### src/rtl/ebus_arb.sv
// EBUS ownership arbiter: EBOX vs PI, with dead-time turnaround
// between owners and a hold-time watchdog that forces the bus free.
module ebus_arb #(
    parameter int TIMEOUT_CYCLES = 255,
    parameter int CNT_W          = 8,
    parameter int TURN_CYCLES    = 1
) (
    input  logic             clk,
    input  logic             RESET,
    input  logic             EBOX_REQ,
    input  logic             EBOX_REL,
    input  logic             PI_REQ,
    input  logic             PI_DONE,
    input  logic             TIMEOUT_CLR,
    output logic             EBOX_GRANT,
    output logic             PI_GRANT,
    output logic             BUS_IDLE,
    output logic [1:0]       OWNER,
    output logic             TIMEOUT,
    output logic             TIMEOUT_PI,
    output logic [CNT_W-1:0] HOLD_CNT
);

    typedef enum logic [1:0] {
        S_IDLE = 2'b00,
        S_EBOX = 2'b01,
        S_PI   = 2'b10,
        S_TURN = 2'b11
    } state_t;

    localparam logic [CNT_W-1:0] HOLD_LAST = CNT_W'(TIMEOUT_CYCLES - 1);
    localparam logic [CNT_W-1:0] HOLD_MAX  = '1;
    localparam logic [1:0]       TURN_LAST = 2'(TURN_CYCLES - 1);

    state_t           state_q, state_d;
    logic             last_pi_q, last_pi_d;
    logic [CNT_W-1:0] hold_q, hold_d;
    logic [1:0]       turn_q, turn_d;
    logic             timeout_q, timeout_d;
    logic             timeout_pi_q, timeout_pi_d;

    logic             pick_pi;
    logic             pick_ebox;
    logic             arb_open;
    logic             own_req;
    logic             own_rel;
    logic             normal_rel;
    logic             forced_rel;

    // Tie goes to PI unless PI was the last master granted.
    assign pick_pi   = PI_REQ && (!EBOX_REQ || !last_pi_q);
    assign pick_ebox = EBOX_REQ && !pick_pi;

    always_comb begin
        state_d      = state_q;
        last_pi_d    = last_pi_q;
        hold_d       = hold_q;
        turn_d       = turn_q;
        timeout_d    = timeout_q & ~TIMEOUT_CLR;
        timeout_pi_d = timeout_pi_q;

        arb_open   = (state_q == S_IDLE) ||
                     ((state_q == S_TURN) && (turn_q == TURN_LAST));
        own_req    = (state_q == S_PI) ? PI_REQ  : EBOX_REQ;
        own_rel    = (state_q == S_PI) ? PI_DONE : EBOX_REL;
        normal_rel = own_rel || !own_req;
        forced_rel = !normal_rel && (hold_q == HOLD_LAST);

        unique case (state_q)
            S_IDLE, S_TURN: begin
                if (state_q == S_TURN) begin
                    turn_d = turn_q + 2'd1;
                end
                if (arb_open) begin
                    if (pick_pi) begin
                        state_d   = S_PI;
                        last_pi_d = 1'b1;
                        hold_d    = '0;
                    end else if (pick_ebox) begin
                        state_d   = S_EBOX;
                        last_pi_d = 1'b0;
                        hold_d    = '0;
                    end else begin
                        state_d = S_IDLE;
                    end
                end
            end
            S_EBOX, S_PI: begin
                if (normal_rel || forced_rel) begin
                    state_d = S_TURN;
                    turn_d  = 2'd0;
                    hold_d  = '0;
                end else if (hold_q != HOLD_MAX) begin
                    hold_d = hold_q + 1'b1;
                end
                // A timeout set beats a same-cycle clear.
                if (forced_rel) begin
                    timeout_d    = 1'b1;
                    timeout_pi_d = (state_q == S_PI);
                end
            end
            default: state_d = S_IDLE;
        endcase
    end

    always_ff @(posedge clk or posedge RESET) begin
        if (RESET) begin
            state_q      <= S_IDLE;
            last_pi_q    <= 1'b0;
            hold_q       <= '0;
            turn_q       <= 2'd0;
            timeout_q    <= 1'b0;
            timeout_pi_q <= 1'b0;
        end else begin
            state_q      <= state_d;
            last_pi_q    <= last_pi_d;
            hold_q       <= hold_d;
            turn_q       <= turn_d;
            timeout_q    <= timeout_d;
            timeout_pi_q <= timeout_pi_d;
        end
    end

    assign EBOX_GRANT = (state_q == S_EBOX);
    assign PI_GRANT   = (state_q == S_PI);
    assign BUS_IDLE   = (state_q == S_IDLE);
    assign OWNER      = state_q;
    assign TIMEOUT    = timeout_q;
    assign TIMEOUT_PI = timeout_pi_q;
    assign HOLD_CNT   = hold_q;

endmodule
### config.mk
export PLATFORM = sky130hd
export DESIGN_NAME = ebus_arb
export DESIGN_NICKNAME = d
export VERILOG_FILES = /design/src/rtl/ebus_arb.sv
export SDC_FILE = /design/constraint.sdc
export NUM_CORES = 1
export LEC_CHECK = 0
export BUFFER_PORTS_ARGS = -buffer_cell sky130_fd_sc_hd__buf_2
export CORE_UTILIZATION = 29
export DETAILED_ROUTE_END_ITERATION = 6
export PLACE_DENSITY = 0.57
export SLEW_MARGIN = 15
export SYNTH_ARGS = -nofsm -noshare
export SYNTH_HDL_FRONTEND = slang
export SYNTH_SLANG_ARGS = --single-unit
### constraint.sdc
create_clock -name clk -period 3.7 [get_ports clk]
set_input_delay 0.185 -clock clk [delete_from_list [all_inputs] [get_ports clk]]
set_output_delay 0.185 -clock clk [all_outputs]
set_load 0.05 [all_outputs]
=== Word-level counts from Yosys, hierarchy flattened ===
Index checks and enable logic that the tools add are counted.

* Reduce and logical (&&, ||, !) cells: 23
* Multiply operators: 0
* Bitwise operators: 2
* Multiplexer cells: 20
* $lt $le $gt $ge: 0
* Div/mod/pow operators: 0
* Equality and inequality tests: 10
* Shifts and indexed selects: 0
* Add/subtract/negate cells: 2

{| class="wikitable"
|+ Operators by type and width
! kind !! number
|-
| $mux 8 || 5
|-
| $pmux 8 s2 || 1
|-
| $mux 2 || 5
|-
| $add 8x1->8 const B || 1
|-
| $eq 8x8->1 const B || 1
|-
| $ne 8x8->1 const B || 1
|-
| $pmux 2 s2 || 2
|-
| $mux 1 || 7
|-
| $ne 2x2->1 const B || 3
|-
| $ne 3x3->1 const B || 2
|-
| $reduce_and 2->1 || 3
|-
| $reduce_and 3->1 || 2
|-
| $logic_not 1->1 || 5
|-
| $eq 2x2->1 const B || 2
|-
| $logic_and 1x1->1 || 4
|-
| $logic_not 2->1 || 2
|-
| $logic_or 1x1->1 || 4
|-
| $reduce_or 2->1 || 2
|-
| $add 2x1->2 const B || 1
|-
| $eq 2x1->1 const B || 1
|-
| $reduce_bool 2->1 || 1
|-
| $and 1x1->1 || 1
|-
| $not 1->1 || 1
|}

* Memory bits (writable): 0
* ROM bits: 0
* Output and inout bits: 15
* Input port bits: 7
* Bits in registers: 15
* Memories: 0
* Logic and storage cells: 63
* Bits in latches: 0

=== Logic depth before layout (Yosys ltp) ===
* Word-level depth: 9
* Mapped depth: 7
* Mapped depth without buffers: 6

=== Least setup slack after synthesis ===
OpenSTA, ideal clock, no wires.

* Kind: register -> register
* Start: register state_q[1] (netlist: OWNER[1])
* End: register timeout_pi_q (netlist: TIMEOUT_PI)
* Path slack: 1.451 ns
* Path buffers: 0
* Required time: 3.575 ns
* Setup time: 0.125 ns
* Clock period less this slack: 2.249 ns
* Arrival time: 2.124 ns
* Stages on the path, launching flop included: 6
* Path through: dfrtp_1 > ha_1 > nand4b_1 > o31ai_4 > nand3_2 > mux2_2

* Cells in the longest elaborated chain, start to end: 7
* Elaborated cells on any way between the ends: 10
* Those cells by class: eq/ne (2); mux (2); reduce/logical (6)

{| class="wikitable"
|+ Ends and longest elaborated chain
! what !! line !! text
|-
| start, declared || 35 || <nowiki>state_t state_q, state_d;</nowiki>
|-
| start signal, assigned || 115 || <nowiki>state_q <= state_d;</nowiki>
|-
| $eq 2x2->1 * || -- ||
|-
| net PI_GRANT || 16 || <nowiki>output logic PI_GRANT,</nowiki>
|-
| $mux 1 || 64 || <nowiki>own_req = (state_q == S_PI) ? PI_REQ : EBOX_REQ;</nowiki>
|-
| $logic_not 1->1 || 66 || <nowiki>normal_rel = own_rel || !own_req;</nowiki>
|-
| $logic_or 1x1->1 || 66 ||
|-
| $logic_not 1->1 || 67 || <nowiki>forced_rel = !normal_rel && (hold_q == HOLD_LAST);</nowiki>
|-
| $logic_and 1x1->1 || 67 ||
|-
| $reduce_and 2->1 (no line) || -- ||
|-
| end signal, assigned || 120 || <nowiki>timeout_pi_q <= timeout_pi_d;</nowiki>
|-
| end, declared || 40 || <nowiki>logic timeout_pi_q, timeout_pi_d;</nowiki>
|}

The timed path passes the listed nets; every way through them passes the cells marked *.
A chain may end at the register's enable or synchronous reset.

=== Worst setup path in the final report ===
* Start: register state_q[0] (netlist: OWNER[0])
* End: register hold_q[7] (netlist: HOLD_CNT[7])

* Cells in the longest elaborated chain, start to end: 9
* Elaborated cells on any way between the ends: 21
* Those cells by class: eq/ne (6); mux (4); reduce/logical (11)

{| class="wikitable"
|+ Ends and longest elaborated chain
! what !! line !! text
|-
| $eq 2x2->1 || 64, 65, 69 ||
|-
| $mux 1 || 64 ||
|-
| $logic_not 1->1 || 66 ||
|-
| $logic_or 1x1->1 || 66 ||
|-
| $logic_not 1->1 || 67 ||
|-
| $logic_and 1x1->1 || 67 ||
|-
| $logic_or 1x1->1 || 89 || <nowiki>if (normal_rel || forced_rel) begin</nowiki>
|-
| $ne 3x3->1 (no line) or $mux 8 (tied branches) || -- ||
|-
| $reduce_and 3->1 (no line) or $pmux 8 s2 (tied branches) || -- ||
|-
| end signal, assigned || 117 || <nowiki>hold_q <= hold_d;</nowiki>
|-
| end, declared || 37 || <nowiki>logic [CNT_W-1:0] hold_q, hold_d;</nowiki>
|}

Several ways; a longest one is shown, not always the timed one.

==> metrics.md <==
| Metric | Value |
|---|---|
| Placer Congestion | 0.742 |
| # clock sinks | 15 |
| Synthesized area | 938 sq um |
| Bufs on Longest Clock Path | 2 |
| Type of the most critical hold path | input pin to register |
| Syn Inst Count | 94 |
| Total gr overflow | 0 |
| Post-CTS sizing | 0 |
| Slowest cell on crit path | o31ai_4 |
| CTS Buf Count | 3 |
| Fin nets | roughly 130 |
| TritonRoute pass-1 iters | 4 |
| Detailed Route WL | roughly 2100 um |
| Post-synthesis cell type count | 30 |
| Final setup fails | 0 |
| Post-Route Skew | ~8.1 ps |
| DRC errors left | 0 |
| Largest area contributor in the netlist | dfrtp_1 |
| CTS clk-pin slew, worst paths | 100 ps |
| Data required time of the critical path | around 3900 ps |
| Worst r2r src | OWNER[0] |
| HP Start | TIMEOUT_CLR |
| Post-Route Utilization | 0.365 |
| Via density | 5.09 |
| First-pass GRT wire length | 3420 um |
| Fin. max-slew vios | 0 |
| Post-route ant nets | 0 |
| Static Leak | 0.539 nW |
| I/O Buffers | 21 |
| Core Area | 0.00305 sq mm |
| Synthesized area per cell | 9.98 sq um |
| Ys flop type | dfrtp_1 |
| Top cell type's share of synthesized area | 0.400 |
| Clk root buf | clkbuf_4 |
| Syn_nets | 108 |
| Power, Total | 0.700 mW |
| Slowest stage delay, CP | 620 ps |
| Die W | between 50 and 60 um |
| Clk Latency, worst-skew pair | 300 ps |
| Wire length per cell | 13.3 um |
| Critical path peak fanout | 17 |
| Layout Cells excl Fill | between 150 and 200 |
| H-tree Lvls | 1 |
| Initial DRC count | 26 |
| Yosys reg bits | 15 |
| Post-synthesis sequential area ratio | 0.400 |
| Critical Path Start Type | register |
| Initial Utilization | 0.307 |
| Post CTS Setup Buffer Count | 0 |
| Layout cells sized above 1 | 0.282 |
| Ports | 22 |
| Outcome | finished, final reports clean |
| Crit. Startpoint | OWNER[0] |
| Total negative slack | 0 ps |
| Relative slew slack | 0.508 |
| Die ar. | 0.00347 sq mm |
| Syn. warnings | 0 |
| Initial antenna violation count | 0 |
| PwrDens | between 600 and 700 mW/mm^2 |
| Fmax | 450 MHz |
| Detail Placement HPWL | 1520 um |
| Largest net degree at the start of global routing | 18 |
| Maxcap violations | 0 |
| CP Class | register to register |
| DR vias | 819 |
| Post-synth EDFFs | 0 |
| Placed Cells | between 150 and 200 |
| Gr usage total | 0.133 |
| Die Span Y | 58.9 um |
| Vias in the first global route | 767 |
| P&R area growth vs syn | 18.8% |
| WP data arrival | 2440 ps |
| CTS tree | yes |
| FP Rows | 20 |
| Most area-consuming cells after synthesis | dfrtp_1 (40%), ha_1 (9.3%), inv_1 (5.2%) |
| CP endpoint kind | register |
| Async SR Flop Fraction | 1.00 |
| Final Hold Slack | 48.4 ps |
| Final-report hold violation count | 0 |
| Antenna diodes | 0 |
| Worst vdd ir | 413 uV |
| RSZ-0062 raised after global routing | no |
| Tmin final | 2220 ps |
| Crit share post-route | 0.600 |
| Cell Chain, Critical Path | inv_1, ha_1, nand2_1, o31ai_4, a41oi_4, a31oi_1 |
| Worst Tran Pin Value | 739 ps |
## critical path: cells and delay by family, from the launching register on
kind	cells	cell delay [ps]
adders and majority gates	1	360
and+or+nand+nor	1	110
buffers and inverters	1	100
AOI/OAI and AO/OA	3	1160
DFF	1	430
## worst paths after layout
check | cells after the start | slack (ps) | endpoint
max | 6 | 1480 | HOLD_CNT[7]
min | 2 | 50 | TIMEOUT
max reg2reg | 6 | 1480 | HOLD_CNT[7]
min reg2reg | 1 | 510 | last_pi_q
max in group asynchronous | 3 | 2820 | turn_q[0]
min in group asynchronous | 3 | 480 | TIMEOUT
## metrics by stage
step	instance area [sq um]	setup WS (ps)
2_1_floorplan	938	1450
3_3_place_gp	1080	1650
3_5_place_dp	1080	1530
4_1_cts	1110	1490
5_1_grt	1110	1280
6_report	1110	1480
## power breakdown
part / internal, mW / switching (mW) / leakage (nW)
registers: 0.197 / 0.0276 / 0.195
logic: 0.121 / 0.253 / 0.326
clock network: 0.0403 / 0.0608 / 0.0177
## layer usage
layer,share of wire,vias to the layer above,global-route usage,routed length [um]
li1,-,390,-,-
met1,0.47,394,0.165,996
met2,0.46,33,0.209,990
met3,0.063,2,0.0505,135
met4,0.0066,0,0.0476,14
met5,0,-,0,0
## synth_stat cells, types with 2 or more instances
master,count
inv_1,13
and3_1,2
nand3b_1,4
nand3_1,7
a21oi_1,5
a31oi_1,7
and4_2,2
nand2_1,4
o21ai_0,6
a2bb2oi_1,2
ha_1,7
a41oi_1,2
dfrtp_1,15
nor2_1,2
## kinds of logic after synthesis
logic type               count (synthesis)  synth area share
AND/OR/NAND/NOR                         26             0.180
flip-flops                              15             0.400
multiplexers                             2            0.0227
XOR/XNOR                                 1           0.00934
AO/OA/AOI/OAI                           27             0.220
adder cells (fa/ha/maj)                  7            0.0933
buffers and inverters                   16            0.0747
## placed cells by master (no fill, tap or decap)
| master | n |
|---|---|
| ha_1 | 7 |
| clkinv_2 | 1 |
| nor2_1 | 2 |
| buf_2 | 21 |
| a31oi_1 | 7 |
| and3_4 | 1 |
| nand3_1 | 7 |
| nand3b_1 | 4 |
| nand4b_1 | 1 |
| xnor2_1 | 1 |
| inv_1 | 13 |
| o31ai_4 | 1 |
| dfrtp_1 | 15 |
| a2bb2oi_1 | 2 |
| a21oi_1 | 5 |
| o2111ai_1 | 1 |
| a41oi_1 | 2 |
| nand4_2 | 1 |
| a41oi_4 | 1 |
| nand3_2 | 1 |
| clkbuf_4 | 3 |
| and3_1 | 2 |
| mux2i_1 | 1 |
| nand2_1 | 4 |
| o21ai_0 | 6 |
| and4_2 | 2 |
| and2_0 | 1 |
| o21a_1 | 1 |
| mux2_2 | 1 |
| dlygate4sd3_1 | 1 |
| a22oi_1 | 1 |
## what timing repair did
action,4_1_cts,5_1_grt
hold buffers,1,0
setup endpoints to repair,0,0
endpoints found under the hold margin,15,0
## sequential cells by signal, summed over array words and instances, names as in the netlist
signal	cells
last_pi_q	1
OWNER	2
TIMEOUT	1
HOLD_CNT	8
turn_q	2
TIMEOUT_PI	1
## cell type report
| type | count | area [sq um] |
|---|---|---|
| fillers | 341 | 1940 |
| multi-input cells | 63 | 493 |
| flip-flops and latches | 15 | 375 |
| repair buffers | 22 | 115 |
| well taps | 44 | 55.1 |
| inverters | 13 | 48.8 |
| clock buffers | 3 | 22.5 |
| clock inverters | 1 | 5.00 |
Note: power is estimated with default switching activity, not from simulation.
